==> src/rtl/div_seg_scheduler.sv <==
// div_seg_scheduler: round-robin sharing of one pipelined signed divider.
// Optional divide-by-zero override when DIV_SEG_DZ_CHECK_EN is defined.
module div_seg_scheduler #(
  parameter int WIDTH      = 32,
  parameter int N_REQ      = 4,
  parameter int LAT        = 33,
  parameter int FIFO_DEPTH = 8,
  localparam int IDW = (N_REQ > 1) ? $clog2(N_REQ) : 1
) (
  input  logic                   CLK,
  input  logic                   RSTa,
  input  logic [N_REQ-1:0]       req_valid,
  input  logic [N_REQ*WIDTH-1:0] req_num,
  input  logic [N_REQ*WIDTH-1:0] req_den,
  output logic [N_REQ-1:0]       req_ready,
  output logic                   div_start,
  output logic [WIDTH-1:0]       div_num,
  output logic [WIDTH-1:0]       div_den,
  input  logic                   div_done,
  input  logic [WIDTH-1:0]       div_coc,
  input  logic [WIDTH-1:0]       div_res,
  output logic                   rsp_valid,
  input  logic                   rsp_ready,
  output logic [IDW-1:0]         rsp_id,
  output logic [WIDTH-1:0]       rsp_coc,
  output logic [WIDTH-1:0]       rsp_res,
  output logic                   rsp_dz,
  output logic                   err_sync
);

  localparam int PW = $clog2(FIFO_DEPTH);
  localparam logic [PW:0] DEPTH = (PW+1)'(FIFO_DEPTH);

  typedef struct packed {
    logic             v;
    logic [IDW-1:0]   id;
`ifdef DIV_SEG_DZ_CHECK_EN
    logic             dz;
    logic [WIDTH-1:0] num;
`endif
  } tag_t;

  typedef struct packed {
    logic [IDW-1:0]   id;
    logic [WIDTH-1:0] coc;
    logic [WIDTH-1:0] res;
    logic             dz;
  } ent_t;

  logic [IDW-1:0]   rr, gidx, id_q;
  logic             gany, hs, wr, pop;
  logic [PW:0]      in_fl, wp, rp, cnt, credits;
  logic [PW:0]      wp_n, rp_n;
  logic [WIDTH-1:0] nsel, dsel;
  tag_t             t0;
  tag_t             tag [LAT];
  ent_t             mem [FIFO_DEPTH];
  ent_t             wdat, head;
`ifdef DIV_SEG_DZ_CHECK_EN
  logic             dz_q;
`endif

  function automatic logic [IDW-1:0] wrap(input int x);
    return IDW'((x >= N_REQ) ? x - N_REQ : x);
  endfunction

  always_comb begin
    gany = 1'b0;
    gidx = '0;
    for (int k = 0; k < N_REQ; k++) begin
      if (!gany && req_valid[wrap(int'(rr) + k)]) begin
        gany = 1'b1;
        gidx = wrap(int'(rr) + k);
      end
    end
  end

  // credits count in-flight ops plus stored responses against FIFO space
  assign cnt       = wp - rp;
  assign credits   = DEPTH - in_fl - cnt;
  assign hs        = RSTa && gany && (credits != '0);
  assign req_ready = hs ? (N_REQ'(1) << gidx) : '0;
  assign nsel      = req_num[gidx*WIDTH +: WIDTH];
  assign dsel      = req_den[gidx*WIDTH +: WIDTH];

  always_ff @(posedge CLK or negedge RSTa) begin
    if (!RSTa) begin
      rr        <= '0;
      div_start <= 1'b0;
      div_num   <= '0;
      div_den   <= '0;
      id_q      <= '0;
`ifdef DIV_SEG_DZ_CHECK_EN
      dz_q      <= 1'b0;
`endif
    end else begin
      div_start <= hs;
      if (hs) begin
        rr      <= wrap(int'(gidx) + 1);
        div_num <= nsel;
        div_den <= dsel;
        id_q    <= gidx;
`ifdef DIV_SEG_DZ_CHECK_EN
        dz_q    <= (dsel == '0);
`endif
      end
    end
  end

  always_comb begin
    t0    = '0;
    t0.v  = div_start;
    t0.id = id_q;
`ifdef DIV_SEG_DZ_CHECK_EN
    t0.dz  = dz_q;
    t0.num = div_num;
`endif
  end

  // tag enters behind the issue register so its tail lines up with div_done
  always_ff @(posedge CLK or negedge RSTa) begin
    if (!RSTa) begin
      for (int i = 0; i < LAT; i++) tag[i] <= '0;
    end else begin
      tag[0] <= t0;
      for (int i = 1; i < LAT; i++) tag[i] <= tag[i-1];
    end
  end

  assign wr = tag[LAT-1].v;

  always_comb begin
    wdat     = '0;
    wdat.id  = tag[LAT-1].id;
    wdat.coc = div_coc;
    wdat.res = div_res;
`ifdef DIV_SEG_DZ_CHECK_EN
    if (tag[LAT-1].dz) begin
      wdat.coc = '1;
      wdat.res = tag[LAT-1].num;
      wdat.dz  = 1'b1;
    end
`endif
  end

  always_ff @(posedge CLK or negedge RSTa) begin
    if (!RSTa) begin
      in_fl    <= '0;
      err_sync <= 1'b0;
    end else begin
      err_sync <= err_sync | (div_done ^ wr);
      unique case (1'b1)
        hs && !wr: in_fl <= in_fl + 1'b1;
        wr && !hs: in_fl <= in_fl - 1'b1;
        default:   in_fl <= in_fl;
      endcase
    end
  end

  assign pop  = rsp_valid && rsp_ready;
  assign wp_n = wp + (PW+1)'(wr);
  assign rp_n = rp + (PW+1)'(pop);

  always_ff @(posedge CLK) begin
    if (wr) mem[wp[PW-1:0]] <= wdat;
  end

  // show-ahead head register; bypass when the write becomes the new head
  always_ff @(posedge CLK or negedge RSTa) begin
    if (!RSTa) begin
      wp        <= '0;
      rp        <= '0;
      rsp_valid <= 1'b0;
      head      <= '0;
    end else begin
      wp        <= wp_n;
      rp        <= rp_n;
      rsp_valid <= (wp_n != rp_n);
      if (wp_n != rp_n) begin
        head <= (wr && wp == rp_n) ? wdat : mem[rp_n[PW-1:0]];
      end
    end
  end

  assign rsp_id  = head.id;
  assign rsp_coc = head.coc;
  assign rsp_res = head.res;
  assign rsp_dz  = head.dz;

endmodule

==> config.mk <==
export PLATFORM = sky130hd
export DESIGN_NAME = div_seg_scheduler
export DESIGN_NICKNAME = d
export VERILOG_FILES = /design/src/rtl/div_seg_scheduler.sv
export SDC_FILE = /design/constraint.sdc
export NUM_CORES = 1
export LEC_CHECK = 0
export CORE_MARGIN = 2
export CORE_UTILIZATION = 34
export DETAILED_ROUTE_END_ITERATION = 8
export DONT_BUFFER_PORTS = 1
export HOLD_SLACK_MARGIN = 0.1
export PLACE_DENSITY = 0.52
export SLEW_MARGIN = 20
export SYNTH_ARGS = -nofsm -noshare
export SYNTH_HDL_FRONTEND = slang
export SYNTH_SLANG_ARGS = --single-unit
==> constraint.sdc <==
create_clock -name CLK -period 5.3 [get_ports CLK]
set_clock_uncertainty 0.1 [all_clocks]
set_input_delay 0.53 -clock CLK [delete_from_list [all_inputs] [get_ports CLK]]
set_output_delay 0.53 -clock CLK [all_outputs]
set_load 0.01 [all_outputs]
==> flow_summary.ini, run 1 <==
[outcome]
status = finished, violations left
failed_checks = hold timing

[setup_path]
r2r_start = wp[2]$_DFF_PN0_
path_class = reg2reg
startpoint_type = flip-flop
startpoint = wp[2]$_DFF_PN0_
r2r_end = div_num[22]$_DFFE_PN0P_
rr_worst_depth = 11
arrival_ps = 5040
cp-end-kind = flip-flop
worst-r2r-setup-slack_ps = 690
crit_path_max_fanout = 60
crit_required_ps = 5730
cp-endpoint = div_num[22]$_DFFE_PN0P_

[placement]
gp_congestion = 0.914
placedInstanceArea_mm2 = 0.0327
dp_hpwl_um = 45900
port_buffers = 0

[global_routing]
first_global_vias = 18000
track_usage_pct = 16.6
antenna_found_initial = 6
grt_max_degree = 250
grt.overflow.total = 0
grt_pass1_wl_um = 116000

[timing]
setup_viol = 0
whs_ps = -513
hold_violations = 248
fin_crit_sh_pct = 86.9
min_period_ps = 4610
slew_headroom_pct = 27.1
fin_tns_setup_ps = 0
drv_slew = 0
fmax_mhz = 217
worst_slew_pin_slew_ps = 1090
rsz0062_at_grt = no

[cts]
numCtsBuffers = 87
cts_tree = yes
cts_post_setup_buffers_inserted = 0
cts_root_buffer = clkbuf_16
clk-insertion-delay-late_ps = 640
htreeDepth = 3
cts-resized-gates = 0
clock-sinks = 776
clkTransAtPathRegs_ps = 60
cts_max_path_buffers = 3
ctsHoldBuffers = 186

[floorplanning]
rows = 111
die_w_um = 307
pin_count = 466
core_mm2 = 0.0915
die_area_mm2 = 0.0946
initial_core_util_pct = 34.2
dieHeight_um = 307

[power]
vdd_drop_max_uv = 525
pwr_density_cell_mw_per_mm2 = 655
power_leakage_nw = 13.5

[synth]
synthDistinctLibCells = 42
synthTopCellsByArea = edfxtp_1 (51%), dfrtp_1 (20%), mux4_2 (9.5%)
synth.ff_latch_count = 776
netlist_area_mm2 = 0.0313
synth_seq_area_share_pct = 70.4
netlist_instances = 1724
syn_nets = 2069
yosysWarnings = 0
synth_top_area_share_pct = 50.6
synth_edf_count = 528
synth_top_flop_cell = edfxtp_1
synthArstFlopShare_pct = 32.0
avgSynthCellArea_um2 = 18.2
synth_top_area_cell = edfxtp_1

[drt]
dr.pass1.iters = 5
drcViolationCount = 0
wl_per_cell_um = 24.8
drt.antenna.violating_nets = 0
wirelength_um = 78800
drt-initial-drc-count = 951
via_count = 16600
viasPerCell = 5.24

[final_layout]
fin_util_pct = 40.9
drive_gt1_share_pct = 24.3
syn2layout_area_growth_pct = 19.6
layout.nets = 2256
design_area_mm2 = 0.0375
fillers = 8140

[flow_run]
drv_cap = 0

[min_path]
holdCritPathClass = in2async
report_power, final:
group          total, mW  internal, mW  switching, mW
combinational       9.23          4.89           4.34
sequential          9.21          8.16           1.05
clock               6.08          3.62           2.46
how the worst min path moves through the flow:
stage                             endpoint  slack (ps)  depth (start not counted)
finish              div_num[2]$_DFFE_PN0P_        -510                          0
global route        div_num[2]$_DFFE_PN0P_        -570                          0
CTS                      tag[94]$_DFF_PN0_        -560                          0
detailed placement  div_num[2]$_DFFE_PN0P_         140                          0
global placement    div_num[2]$_DFFE_PN0P_         140                          0
floorplan           div_den[0]$_DFFE_PN0P_         130                          0
synth_stat cells, types with 3 or more instances:
library cell / count
edfxtp_1: 528
dfrtp_1: 248
mux2_2: 142
mux4_2: 132
a211oi_1: 128
and3_1: 128
clkbuf_1: 88
nand2_1: 70
o31ai_1: 64
mux2_1: 29
mux2_4: 29
buf_6: 15
buf_2: 14
ha_1: 14
inv_1: 14
nor2_1: 10
xnor2_1: 10
xor2_1: 9
and2_1: 7
buf_4: 6
nand2b_1: 5
a21oi_1: 3
fa_1: 3
nand3_1: 3
nor2b_1: 3
nor3_1: 3
o21ai_0: 3
cells by family after synthesis:
logic type,share of synthesized area (%)
AO/OA/AOI/OAI,4.91
multiplexers,17.0
buffers and inverters,2.17
XOR/XNOR,0.743
AND/OR/NAND/NOR,3.94
other,0.0120
adder cells (fa/ha/maj),0.751
flip-flops,70.4
layer usage:
layer	up-vias	global-route usage [%]	wire length (µm)
li1	7230	-	-
met1	8750	20.2	32100
met2	508	28.4	39400
met4	6	6.33	2740
met3	152	4.04	4480
met5	-	0	39
worst max-delay path, cell delays in order (launching register included):
cell and delay (ps):
dfrtp_1 710, fa_1 520, inv_1 70, ha_1 220
ha_1 190, xnor2_1 190, xnor3_1 260, a31o_4 420
buf_4 450, buf_4 550, o31ai_1 160, dlygate4sd3_1 580
registers in the layout, summed over array words and instances (netlist names):
| name | count |
|---|---|
| rsp_res | 32 |
| id_q | 2 |
| tag | 98 |
| rsp_valid | 1 |
| div_start | 1 |
| rsp_coc | 32 |
| wr | 1 |
| rr | 2 |
| div_den | 32 |
| div_num | 32 |
| mem | 528 |
| rsp_id | 2 |
| rp | 4 |
| err_sync | 1 |
| wp | 4 |
| in_fl | 4 |
metrics by stage:
stage | std cells | total power, mW | setup WS [ps]
after CTS | 3169 | 24.9 | 703
after floorplan | 1724 | 15.8 | 1230
after detailed placement | 2822 | 18.1 | 1260
after global routing | 3172 | 26.0 | 362
after global placement | 2822 | 17.9 | 1240
final | 3176 | 24.5 | 693
cell type report:
class                           count  area [µm²]  area share, %
Inverter                           15        63.8          0.170
Antenna cell                        7        17.5         0.0468
Clock inverter                     41         556           1.48
Multi-Input combinational cell    808        8710           23.2
Sequential cell                   776       22100           58.9
Tap cell                         1186        1480           3.96
Timing Repair Buffer              223        2230           5.94
Clock buffer                      120        2350           6.27
cells in the final DEF (no fill, tap or decap), drive strengths merged, types with 3 or more instances in the layout:
master and n:
diode 7, o31ai 64, nand2 70, bufinv 10, nand3 3, a211oi 128
edfxtp 528, nor3 3, o21ai 3, dlygate4sd3 186, a21oi 3, ha 14
mux2 200, mux4 132, nor2b 3, xor2 10, xnor2 11, clkbuf 120
fa 3, inv 18, and3 128, nand2b 5, and2 7, clkinvlp 3
dfrtp 248, nor2 10, buf 37, clkinv 25
No activity file was read; power rests on OpenSTA's default activity.
==> run 2, diff against run 1 <==
CORE_ASPECT_RATIO = 1.1   (was not set)
PLACE_DENSITY = not set   (was 0.52)
==> run 2 against run 1 <==
Against the previous run: fmax increased by 7.4%; via count grew 0.22%; non-clock buffer count is 11 lower; design area down 0.15%; die area barely moved; clock-buffer cell count up 1; total power shrank 0.15%; sequential cell count is the same; sequential share of layout area increased by 0.087 points; clock power decreased by 2%; wire length grew 1.5%; first-iteration DRC count is 1.5% lower; the flow still finishes with violations (hold timing).
==> flow_summary.ini, run 2 (same netlist as run 1, synthesis figures left out) <==
[outcome]
status = finished, violations left
failed_checks = hold timing

[floorplanning]
die_w_um = 293
core_mm2 = 0.0911
die_area_mm2 = 0.0946
dieHeight_um = 322
initial_core_util_pct = 34.4
pin_count = 466
rows = 116

[setup_path]
crit_required_ps = 4670
arrival_ps = 3660
path_cells = fa_1 -> inv_1 -> ha_1 -> ha_1 -> xnor2_1 -> xnor3_1 -> a31o_4 -> inv_1 -> and2_1
slowest_stage = dfrtp_1
cpPeakStageDelay_ps = 690
cp-end-kind = output port
worst-r2r-setup-slack_ps = 1230
crit_path_max_fanout = 9
startpoint_type = flip-flop
path_class = reg2out

[timing]
post-route-worst-setup-slack_ps = 1010
whs_ps = -524
min_period_ps = 4290
setup_viol = 0
fmax_mhz = 233
fin_crit_sh_pct = 80.9
fin_tns_setup_ps = 0
worst_slew_pin_slew_ps = 1130
drv_slew = 0
slew_headroom_pct = 24.4
rsz0062_at_grt = no
hold_violations = 248

[power]
power.total_mw = 24.5
power_leakage_nw = 13.4
vdd_drop_max_uv = 357
pwr_density_cell_mw_per_mm2 = 655

[global_routing]
track_usage_pct = 16.8
first_global_vias = 18100
grt_pass1_wl_um = 117000
grt.overflow.total = 0
grt_max_degree = 250
antenna_found_initial = 13

[flow_run]
drv_cap = 0

[drt]
via_count = 16700
drcViolationCount = 0
drt-initial-drc-count = 937
wirelength_um = 79900
drt.antenna.violating_nets = 0
wl_per_cell_um = 25.3
viasPerCell = 5.28
dr.pass1.iters = 5

[cts]
cts_max_path_buffers = 3
cts_root_buffer = clkbuf_16
clk-insertion-delay-late_ps = 650
cts_post_setup_buffers_inserted = 0
cts_tree = yes
cts-resized-gates = 0
clock-sinks = 776
htreeDepth = 3
numCtsBuffers = 85
clkTransAtPathRegs_ps = 60
ctsHoldBuffers = 181

[final_layout]
largest_reg_flops = 528
layout.nets = 2243
most-common-layout-cells = edfxtp_1 (528), dfrtp_1 (248), dlygate4sd3_1 (181), mux2_2 (142), mux4_2 (132)
fillers = 8060
fin_cells = 3159
drive_gt1_share_pct = 24.4
layout_commonest_cell = edfxtp_1
syn2layout_area_growth_pct = 19.5

[placement]
place_ws_ps = 1340
gp_congestion = 0.871
dp_hpwl_um = 46800
port_buffers = 0
post-place-cells = 2810

[min_path]
holdCritPathClass = in2async
run 2: final cells by class:
type                    count  area [µm²]  area share (%)
flip-flops and latches    776       22100            59.0
multi-input cells         808        8710            23.3
clock buffers             121        2350            6.29
repair buffers            212        2220            5.93
well taps                1180        1480            3.95
clock inverters            38         500            1.34
inverters                  15        63.8           0.171
diodes                      9        22.5          0.0602
run 2: layer usage:
metal | wire, µm | share of wire (%) | global-route usage, % | vias up
met2 | 41400 | 52 | 30.1 | 573
met4 | 3250 | 4.1 | 7.72 | 12
met5 | 90 | 0.11 | 0 | -
met1 | 30300 | 38 | 19.0 | 8731
met3 | 4900 | 6.1 | 3.97 | 154
li1 | - | - | - | 7213
run 2: path summary, 6_finish.rpt:
path / to / cells after the start / from
max: req_ready[3] / 9 / wp[2]$_DFF_PN0_
min: div_num[30]$_DFFE_PN0P_ / 0 / RSTa
max reg2reg: div_den[19]$_DFFE_PN0P_ / 10 / wp[2]$_DFF_PN0_
min in group CLK: div_num[9]$_DFFE_PN0P_ / 2 / req_num[9]
min reg2reg: tag[24]$_DFF_PN0_ / 0 / tag[27]$_DFF_PN0_
max in group asynchronous: rsp_coc[11]$_DFFE_PN0P_ / 0 / RSTa
run 2: metrics by stage:
step           instance area (µm²)  utilization (%)
6_report                     37400             41.0
3_5_place_dp                 32700             35.9
3_3_place_gp                 32700             35.9
5_1_grt                      37400             41.0
2_1_floorplan                31300                -
4_1_cts                      37400             41.0
run 2: report_power, final:
part	internal, mW	switching, mW	total (mW)
Clock	3.56	2.40	5.96
Sequential	8.16	1.16	9.32
Combinational	4.90	4.31	9.22
run 2: critical path, delay by kind of cell, from the launching register on:
family | cells | cell delay [ps]
AOI/OAI and AO/OA | 1 | 270
xor gates and xnor gates | 2 | 580
adders and majority gates | 3 | 940
buffers and inverters | 2 | 260
DFF | 1 | 690
and+or+nand+nor | 1 | 280
==> run 3, diff against run 2 <==
clock period = 3.5 ns   (was 5.3 ns; I/O delays follow)
==> run 3 against run 2 <==
Against the previous run: the flow still finishes with violations (hold timing); register-to-register slack got worse by 1200 ps; non-clock buffer count rose by 165; global-route usage rose by 0.58 points; sequential share of layout area fell by 2.8 points; setup slack got worse by 1000 ps; sequential power rose by 49%; utilization rose by 2.1 points; design area rose by 5.1%; via count rose by 5.1%; largest cell class unchanged.
==> flow_summary.ini, run 3 (same netlist as run 1, synthesis figures left out) <==
[outcome]
status = finished, violations left
failed_checks = hold timing

[timing]
drv_slew = 0
post-route-worst-setup-slack_ps = 5.38
worst_slew_pin_slew_ps = 1050
fin_crit_sh_pct = 99.8
whs_ps = -684
min_period_ps = 3490
setup_viol = 0
hold_violations = 248
slew_headroom_pct = 29.7
fmax_mhz = 286
rsz0062_at_grt = yes

[drt]
drcViolationCount = 0
dr.pass1.iters = 4
via_count = 17500
drt.antenna.violating_nets = 0
wirelength_um = 83100
wl_per_cell_um = 25.0
drt-initial-drc-count = 1120
viasPerCell = 5.27

[setup_path]
crit_required_ps = 3050
cpMostUsedCell = ha_4
cpPeakStageDelay_ps = 570
arrival_ps = 3040
path_buf_inv = 3
crit_path_max_fanout = 5
slowest_stage = fa_1
cp-end-kind = output port
rr_worst_depth = 15
critical-path-top-delay-family = adder cells
path_class = reg2out
worst-r2r-setup-slack_ps = 70
path_cells = fa_1 -> inv_2 -> ha_4 -> ha_4 -> xnor2_2 -> xnor3_1 -> a31o_4 -> buf_12 -> clkinv_8 -> and2_4
r2r_end = in_fl[3]$_DFFE_PN0P_
startpoint_type = flip-flop
r2r_start = in_fl[2]$_DFFE_PN0P_

[global_routing]
track_usage_pct = 17.4
grt_pass1_wl_um = 122000
first_global_vias = 19000
grt_max_degree = 250
antenna_found_initial = 20
grt.overflow.total = 0

[cts]
cts_max_path_buffers = 3
cts_root_buffer = clkbuf_16
ctsHoldBuffers = 316
cts_tree = yes
numCtsBuffers = 83
clkTransAtPathRegs_ps = 60
htreeDepth = 3
clk-insertion-delay-late_ps = 640
clock-sinks = 776

[final_layout]
largest_reg_flops = 528
syn2layout_area_growth_pct = 25.5
layout.nets = 2406
drive_gt1_share_pct = 25.0
design_area_mm2 = 0.0393
most-common-layout-cells = edfxtp_1 (528), dlygate4sd3_1 (316), dfrtp_1 (248), mux2_2 (142), mux4_2 (132)
layout_commonest_cell = edfxtp_1
fillers = 7826

[power]
vdd_drop_max_uv = 485
pwr_density_cell_mw_per_mm2 = 973
power_leakage_nw = 14.4

[placement]
gp_congestion = 0.893
port_buffers = 0
dp_hpwl_um = 47600
place_ws_ps = -183
placedInstanceArea_mm2 = 0.0330

[min_path]
holdCritPathClass = in2async

[floorplanning]
dieHeight_um = 322
rows = 116
die_area_mm2 = 0.0946
initial_core_util_pct = 34.4
pin_count = 466
die_w_um = 293
core_mm2 = 0.0911

[flow_run]
drv_cap = 0
## run 3: worst max path at each step
| stage | end | cells after the start | from |
|---|---|---|---|
| 6_report | req_ready[2] | 10 | in_fl[2]$_DFFE_PN0P_ |
| 3_5_place_dp | in_fl[3]$_DFFE_PN0P_ | 14 | in_fl[2]$_DFFE_PN0P_ |
| 3_3_place_gp | in_fl[3]$_DFFE_PN0P_ | 14 | in_fl[2]$_DFFE_PN0P_ |
| 5_1_grt | req_ready[2] | 10 | in_fl[2]$_DFFE_PN0P_ |
| 4_1_cts | req_ready[2] | 12 | rp[2]$_DFF_PN0_ |
| 2_1_floorplan | mem[2][0]$_DFFE_PP_ | 3 | wp[2]$_DFF_PN0_ |
## run 3: timing repair
action / 4_1_cts / 5_1_grt
endpoints found under the hold margin: 889 / 248
setup buffers: 2 / 0
gates resized for setup: 14 / 11
pin swaps: 7 / 8
endpoints found under the setup margin: 6 / 42
## run 3: final cells by class
type / instances / area [µm²] / share of cell area, %
Sequential cell: 776 / 22100 / 56.1
Inverter: 15 / 78.8 / 0.201
Timing Repair Buffer: 377 / 3900 / 9.92
Antenna cell: 16 / 40.0 / 0.102
Multi-Input combinational cell: 808 / 8780 / 22.3
Clock inverter: 53 / 707 / 1.80
Clock buffer: 103 / 2260 / 5.76
Tap cell: 1180 / 1480 / 3.76
## run 3: through the flow
step	TNS, ps	power, mW	instances	util (%)
finish	0	38.2	3328	43.1
detailed placement	-230	27.8	2839	36.2
global route	-687	40.4	3327	43.1
CTS	-1050	38.6	3313	43.0
floorplan	-171980	23.9	1724	-
global placement	-88.2	27.5	2839	36.2
## run 3: routing by layer
metal  up-vias  routed length (µm)  GRT usage (%)
met5         -                   8              0
met4         2                3950           8.37
met3       198                5730           4.32
met2       747               41500           29.8
met1      9065               32000           20.6
li1       7530                   -              -
## run 3: where the power goes
part | switching, mW | total (mW) | internal [mW]
registers | 1.59 | 13.9 | 12.4
clock network | 3.71 | 9.39 | 5.68
logic | 6.95 | 14.9 | 7.95
total | 12.2 | 38.2 | 26.0
